$ cat src/rtl/serdes_pkg.sv
// Shared constants and helpers for the SerDes TX serializer path.
package serdes_pkg;

    localparam int unsigned SER_IN_W_DEF  = 512;
    localparam int unsigned SER_OUT_W_DEF = 32;

    typedef enum logic {
        LSB_FIRST = 1'b0,
        MSB_FIRST = 1'b1
    } seg_order_e;

    function automatic int unsigned num_segments_f(input int unsigned in_w, input int unsigned out_w);
        return in_w / out_w;
    endfunction

    function automatic int unsigned cnt_width_f(input int unsigned in_w, input int unsigned out_w);
        return $clog2(in_w / out_w) + 1;
    endfunction

endpackage

$ cat src/rtl/serializer_pipe_stage.sv
// Active serializer stage: holds the current word, steps through its segments
// on each sink transfer and registers data/valid/last.
module ser_shift_stage
    import serdes_pkg::*;
#(
    parameter int unsigned IN_W  = SER_IN_W_DEF,
    parameter int unsigned OUT_W = SER_OUT_W_DEF,
    parameter seg_order_e  ORDER = LSB_FIRST,
    localparam int unsigned NUM_SEG = num_segments_f(IN_W, OUT_W),
    localparam int unsigned CNT_W   = cnt_width_f(IN_W, OUT_W)
) (
    input  logic             clk_i,
    input  logic             reset_i,
    input  logic             load_i,
    input  logic [IN_W-1:0]  load_word_i,
    input  logic [CNT_W-1:0] load_cnt_i,
    input  logic             out_ready_i,
    output logic             active_o,
    output logic             done_o,
    output logic [OUT_W-1:0] data_o,
    output logic             last_o
);

    localparam int unsigned FIRST_POS = (ORDER == MSB_FIRST) ? NUM_SEG - 1 : 0;

    logic [IN_W-1:0]  word_q, word_d;
    logic [CNT_W-1:0] idx_q, idx_d;
    logic [CNT_W-1:0] cnt_q, cnt_d;
    logic             valid_q, valid_d;
    logic [OUT_W-1:0] data_q, data_d;
    logic             last_q, last_d;
    logic [CNT_W-1:0] nxt_idx, nxt_pos;
    logic [OUT_W-1:0] nxt_seg;
    logic             xfer;

    assign xfer    = valid_q && out_ready_i;
    assign nxt_idx = idx_q + CNT_W'(1);
    assign nxt_pos = (ORDER == MSB_FIRST) ? CNT_W'(NUM_SEG - 1) - nxt_idx : nxt_idx;

    always_comb begin
        nxt_seg = '0;
        for (int unsigned s = 0; s < NUM_SEG; s++) begin
            if (nxt_pos == CNT_W'(s)) nxt_seg = word_q[s*OUT_W +: OUT_W];
        end
    end

    // A load always wins: the top only issues it when the stage is empty or
    // its final segment is leaving on this edge.
    always_comb begin
        word_d  = word_q;
        idx_d   = idx_q;
        cnt_d   = cnt_q;
        valid_d = valid_q;
        data_d  = data_q;
        last_d  = last_q;
        if (load_i) begin
            word_d  = load_word_i;
            idx_d   = '0;
            cnt_d   = load_cnt_i;
            valid_d = 1'b1;
            data_d  = load_word_i[FIRST_POS*OUT_W +: OUT_W];
            last_d  = (load_cnt_i == CNT_W'(1));
        end else if (xfer) begin
            if (last_q) begin
                valid_d = 1'b0;
                last_d  = 1'b0;
            end else begin
                idx_d  = nxt_idx;
                data_d = nxt_seg;
                last_d = ((idx_q + CNT_W'(2)) == cnt_q);
            end
        end
    end

    always_ff @(posedge clk_i) begin
        if (reset_i) begin
            word_q  <= '0;
            idx_q   <= '0;
            cnt_q   <= '0;
            valid_q <= 1'b0;
            data_q  <= '0;
            last_q  <= 1'b0;
        end else begin
            word_q  <= word_d;
            idx_q   <= idx_d;
            cnt_q   <= cnt_d;
            valid_q <= valid_d;
            data_q  <= data_d;
            last_q  <= last_d;
        end
    end

    assign active_o = valid_q;
    assign done_o   = xfer && last_q;
    assign data_o   = data_q;
    assign last_o   = last_q;

endmodule

$ cat src/rtl/serializer_pipe.sv
// Wide-word to segment serializer with sink backpressure, a one-word pending
// buffer for bubble-free streaming, per-word segment count and selectable order.
module serializer_pipe
    import serdes_pkg::*;
#(
    parameter int unsigned in_bit_width  = SER_IN_W_DEF,
    parameter int unsigned out_bit_width = SER_OUT_W_DEF,
    parameter bit          msb_first     = 1'b0,
    localparam int unsigned NUM_SEG = num_segments_f(in_bit_width, out_bit_width),
    localparam int unsigned CNT_W   = cnt_width_f(in_bit_width, out_bit_width)
) (
    input  logic                     clk,
    input  logic                     reset,
    input  logic                     data_ready,
    output logic                     read_data,
    input  logic [in_bit_width-1:0]  data_in,
    input  logic [CNT_W-1:0]         seg_count,
    output logic                     write_data,
    input  logic                     out_ready,
    output logic [out_bit_width-1:0] data_out,
    output logic                     last
);

    localparam seg_order_e ORDER = msb_first ? MSB_FIRST : LSB_FIRST;

    logic                    pend_valid_q, pend_valid_d;
    logic [in_bit_width-1:0] pend_word_q, pend_word_d;
    logic [CNT_W-1:0]        pend_cnt_q, pend_cnt_d;
    logic [CNT_W-1:0]        eff_cnt;
    logic                    accept, slot_free;
    logic                    stage_load, stage_active, stage_done;
    logic [in_bit_width-1:0] load_word;
    logic [CNT_W-1:0]        load_cnt;

    assign eff_cnt = (seg_count == '0 || seg_count > CNT_W'(NUM_SEG)) ? CNT_W'(NUM_SEG) : seg_count;

    assign read_data = !reset && !pend_valid_q;
    assign accept    = read_data && data_ready;
    assign slot_free = !stage_active || stage_done;

    // accept and promotion are exclusive because accept needs pending empty.
    assign stage_load = (accept && slot_free) || (stage_done && pend_valid_q);
    assign load_word  = pend_valid_q ? pend_word_q : data_in;
    assign load_cnt   = pend_valid_q ? pend_cnt_q : eff_cnt;

    always_comb begin
        pend_valid_d = pend_valid_q;
        pend_word_d  = pend_word_q;
        pend_cnt_d   = pend_cnt_q;
        if (stage_done && pend_valid_q) begin
            pend_valid_d = 1'b0;
        end else if (accept && !slot_free) begin
            pend_valid_d = 1'b1;
            pend_word_d  = data_in;
            pend_cnt_d   = eff_cnt;
        end
    end

    always_ff @(posedge clk) begin
        if (reset) begin
            pend_valid_q <= 1'b0;
            pend_word_q  <= '0;
            pend_cnt_q   <= '0;
        end else begin
            pend_valid_q <= pend_valid_d;
            pend_word_q  <= pend_word_d;
            pend_cnt_q   <= pend_cnt_d;
        end
    end

    ser_shift_stage #(
        .IN_W  (in_bit_width),
        .OUT_W (out_bit_width),
        .ORDER (ORDER)
    ) u_stage (
        .clk_i       (clk),
        .reset_i     (reset),
        .load_i      (stage_load),
        .load_word_i (load_word),
        .load_cnt_i  (load_cnt),
        .out_ready_i (out_ready),
        .active_o    (stage_active),
        .done_o      (stage_done),
        .data_o      (data_out),
        .last_o      (last)
    );

    assign write_data = stage_active;

endmodule
$ cat config.mk
export PLATFORM = sky130hd
export DESIGN_NAME = serializer_pipe
export DESIGN_NICKNAME = d
export VERILOG_FILES = /design/src/rtl/serdes_pkg.sv /design/src/rtl/serializer_pipe_stage.sv /design/src/rtl/serializer_pipe.sv
export SDC_FILE = /design/constraint.sdc
export NUM_CORES = 2
export LEC_CHECK = 0
export ABC_AREA = 1
export CORE_MARGIN = 1
export CORE_UTILIZATION = 25
export CTS_BUF_LIST = sky130_fd_sc_hd__clkbuf_16
export DETAILED_ROUTE_END_ITERATION = 8
export DONT_BUFFER_PORTS = 1
export PLACE_DENSITY_LB_ADDON = 0.25
export RECOVER_POWER = 50
export SYNTH_ARGS = -nofsm -noshare
export SYNTH_HDL_FRONTEND = slang
export SYNTH_HIERARCHICAL = 1
export SYNTH_SLANG_ARGS = --single-unit
$ cat constraint.sdc
create_clock -name clk -period 4.7 [get_ports clk]
set_clock_uncertainty 0.2 [all_clocks]
set_input_delay 0.47 -clock clk [delete_from_list [all_inputs] [get_ports clk]]
set_output_delay 0.47 -clock clk [all_outputs]
set_load 0.03 [all_outputs]
==> impl_metrics.yaml <==
pwr:
  power.density_nw_per_um2: 356
  p_leak_nw: 26.1
  worst_ir_drop_vdd_uv: 328
clock_tree:
  clock_latency_ns: 0.80
  numCtsBuffers: 131
  htreeDepth: 4
  cts_tree: "done"
  cts_root_buf: "clkbuf_16"
  cts_setup_buffers: 0
  clock-sinks: 1074
  cts_buffer_depth: 3
  path_clk_slew_ns: 0.06
critical_path:
  worstSetupPathType: "reg2reg"
  crit_top_cell: "nor2_1"
  cp-startpoint: "u_stage/active_o"
  worst-path-buf-inv: 5
  cp_max_fo: 128
  r2r_slack_ns: 0.43
  cp.arrival_ns: 4.76
  crit_family: "buffers and inverters"
  cp.required_ns: 5.19
  path_depth: 9
  r2r-end: "pend_word_q[172]"
  worstPathCellList: "clkbuf_1, inv_1, nor2_1, buf_12, inv_1, nor2_1, buf_2, nor2_1, nor2_1"
  endpoint_kind: "flip-flop"
  cp-start-kind: "flip-flop"
  reg2reg_from: "u_stage/active_o"
  slowest_stage: "buf_2"
  cp-endpoint: "pend_word_q[172]"
  slowest_delay_ns: 1.07
  r2r_cells: 9
sta:
  max_freq_ghz: 0.234
  setup_viol: 0
  hold_violations: 0
  timing.hold.ws_ns: 0.0140
  period_needed_ns: 4.27
  rsz0062_at_grt: "false"
  post-route-period-util: 0.909
  finalMaxSlewViolations: 103
  relSlewSlack: -0.0153
  timing.setup.tns_ns: 0
  tightestPinTransition_ns: 1.52
detailed_routing:
  routedWlPerCell_um: 22.2
  drtAntennaViolNets: 0
  wirelength_um: 250000
  drt_first_pass_iters: 6
  vias: 55500
  viasPerCell: 4.92
  drc: 0
  dr.first_iter.drc_count: 6195
yosys:
  synthDistinctLibCells: 31
  synth.most_common_cell: "nand2_1"
  synthFlopType: "dfxtp_1"
  synthTopCellsByArea: "dfxtp_1 41%, nand2_1 12%, nor2_1 11%"
  synth_edf_count: 0
  synth_area_per_cell_um2: 6.43
  synth_top_area_frac: 0.413
  async_reset_ff_frac: 0
  ys_warn_count: 6
  syn-num-nets: 8625
  ys_seq_area_frac: 0.413
  syn_area_um2: 52100
  ys_seq_elements: 1074
  synthTopCellsByCount: "1619 x nand2_1, 1593 x nor2_1, 1074 x dfxtp_1"
  postSynthCellCount: 8097
  synth_top_cell_by_area: "dfxtp_1"
floorplan:
  num_io_pins: 556
  die-area_um2: 210000
  start_util: 0.251
  core-area_um2: 207000
  fp.dieH_um: 458
  row_count: 167
  fp.dieW_um: 458
status:
  violations: "max-slew violations"
  status: "finished with violations"
worst_hold_path:
  hold_class: "in2reg"
placement:
  place_congestion: 0.960
  dpl.hpwl_um: 172000
  placed_cells: 10300
  portBuffers: 0
finish:
  layout.cells.non_filler: 11300
  syn2layout_area_growth_pct: 25.2
  fin_nets: 8903
  drive_gt1_frac: 0.0343
global_route:
  grt_start_max_net_pins: 235
  grt_pass1_vias: 50600
  grt_util_all_layers: 0.228
  grt_overflow: 0
  grt_pass1_wl_um: 355000
  antenna_found_initial: 38
job:
  cap_violations: 0
-- per-layer routing --
metal / up-vias / wire (um) / share of wire / global-route usage
met5: - / 53 / 0.00021 / 0
met3: 461 / 14100 / 0.056 / 0.0292
li1: 26600 / - / - / -
met2: 2106 / 114000 / 0.45 / 0.362
met4: 8 / 15400 / 0.062 / 0.126
met1: 26300 / 107000 / 0.43 / 0.298
-- worst min-delay path by stage --
stage	start	endpoint	slack (ns)	depth (start not counted)
2_1_floorplan	u_stage/word_q[0]	u_stage/word_q[0]	0.23	2
3_3_place_gp	u_stage/word_q[367]	u_stage/word_q[367]	0.24	2
3_5_place_dp	u_stage/word_q[12]	u_stage/word_q[12]	0.25	2
4_1_cts	data_in[21]	u_stage/word_q[21]	0.001	4
5_1_grt	data_in[21]	u_stage/word_q[21]	0.01	4
6_report	data_in[42]	u_stage/word_q[42]	0.01	4
-- sequential cells by signal (all words and copies together), names as in the netlist --
register and count:
pend_cnt_q 5, u_stage/idx_q 5, pend_valid_q 1, u_stage/word_q 512, u_stage/data_o 32, u_stage/cnt_q 5
u_stage/active_o 1, u_stage/last_o 1, pend_word_q 512
-- worst min-delay path: stages --
cell and delay, ns:
inv_1 0.08, o21ai_0 0.14, nor2_1 0.18, nor2_1 0.06
-- timing repair --
item | CTS | global route
hold buffers | 735 | 0
gates resized for setup | 0 | 0
hold endpoints to repair | 981 | 0
-- cells in the final DEF, fill, tap and decap left out, drive strengths merged, types with 5 or more instances in the layout --
cell / count
inv: 801
a21oi: 495
diode: 23
dlygate4sd3: 733
clkinvlp: 5
nand2: 1627
buf: 73
bufinv: 5
o211ai: 5
nand3: 247
ha: 7
clkbuf: 146
clkinv: 57
nor2: 1605
nand4: 540
dfxtp: 1074
o21ai: 1048
-- stage by stage --
| stage | cell area (um2) | setup WS, ns | utilization | total power (W) |
|---|---|---|---|---|
| 2_1_floorplan | 52100 | 1.71 | - | 0.0118 |
| 3_3_place_gp | 53700 | 0.601 | 0.259 | 0.0130 |
| 3_5_place_dp | 53700 | 0.536 | 0.259 | 0.0130 |
| 4_1_cts | 65200 | 0.513 | 0.315 | 0.0234 |
| 5_1_grt | 65200 | 0.152 | 0.315 | 0.0241 |
| 6_report | 65200 | 0.429 | 0.315 | 0.0232 |
-- area by class of cell --
class                           instances  area (um2)
Multi-Input combinational cell       5584       24900
Sequential cell                      1074       21500
Clock inverter                        101         747
Timing Repair Buffer                  817        8240
Clock buffer                          135        3380
Tap cell                             2788        3490
Fill cell                           22500      142000
Inverter                              767        2900
Antenna cell                           23        57.6
-- report_power, final --
| group | leakage [nW] | internal (W) | total [W] | switching, W |
|---|---|---|---|---|
| Combinational | 15.2 | 0.000992 | 0.00328 | 0.00229 |
| Clock | 2.11 | 0.00552 | 0.00986 | 0.00434 |
| Sequential | 8.77 | 0.00961 | 0.0101 | 0.000452 |
| Total | 26.1 | 0.0161 | 0.0232 | 0.00708 |
-- cells by family after synthesis --
kind of cell / after synthesis / synth area share
buf+inv: 1439 / 0.111
flops: 1074 / 0.413
fa+ha+maj: 7 / 0.00168
simple gates: 4022 / 0.324
xor+xnor: 5 / 0.000841
compound gates: 1550 / 0.149
(Power assumes the default switching activity.)
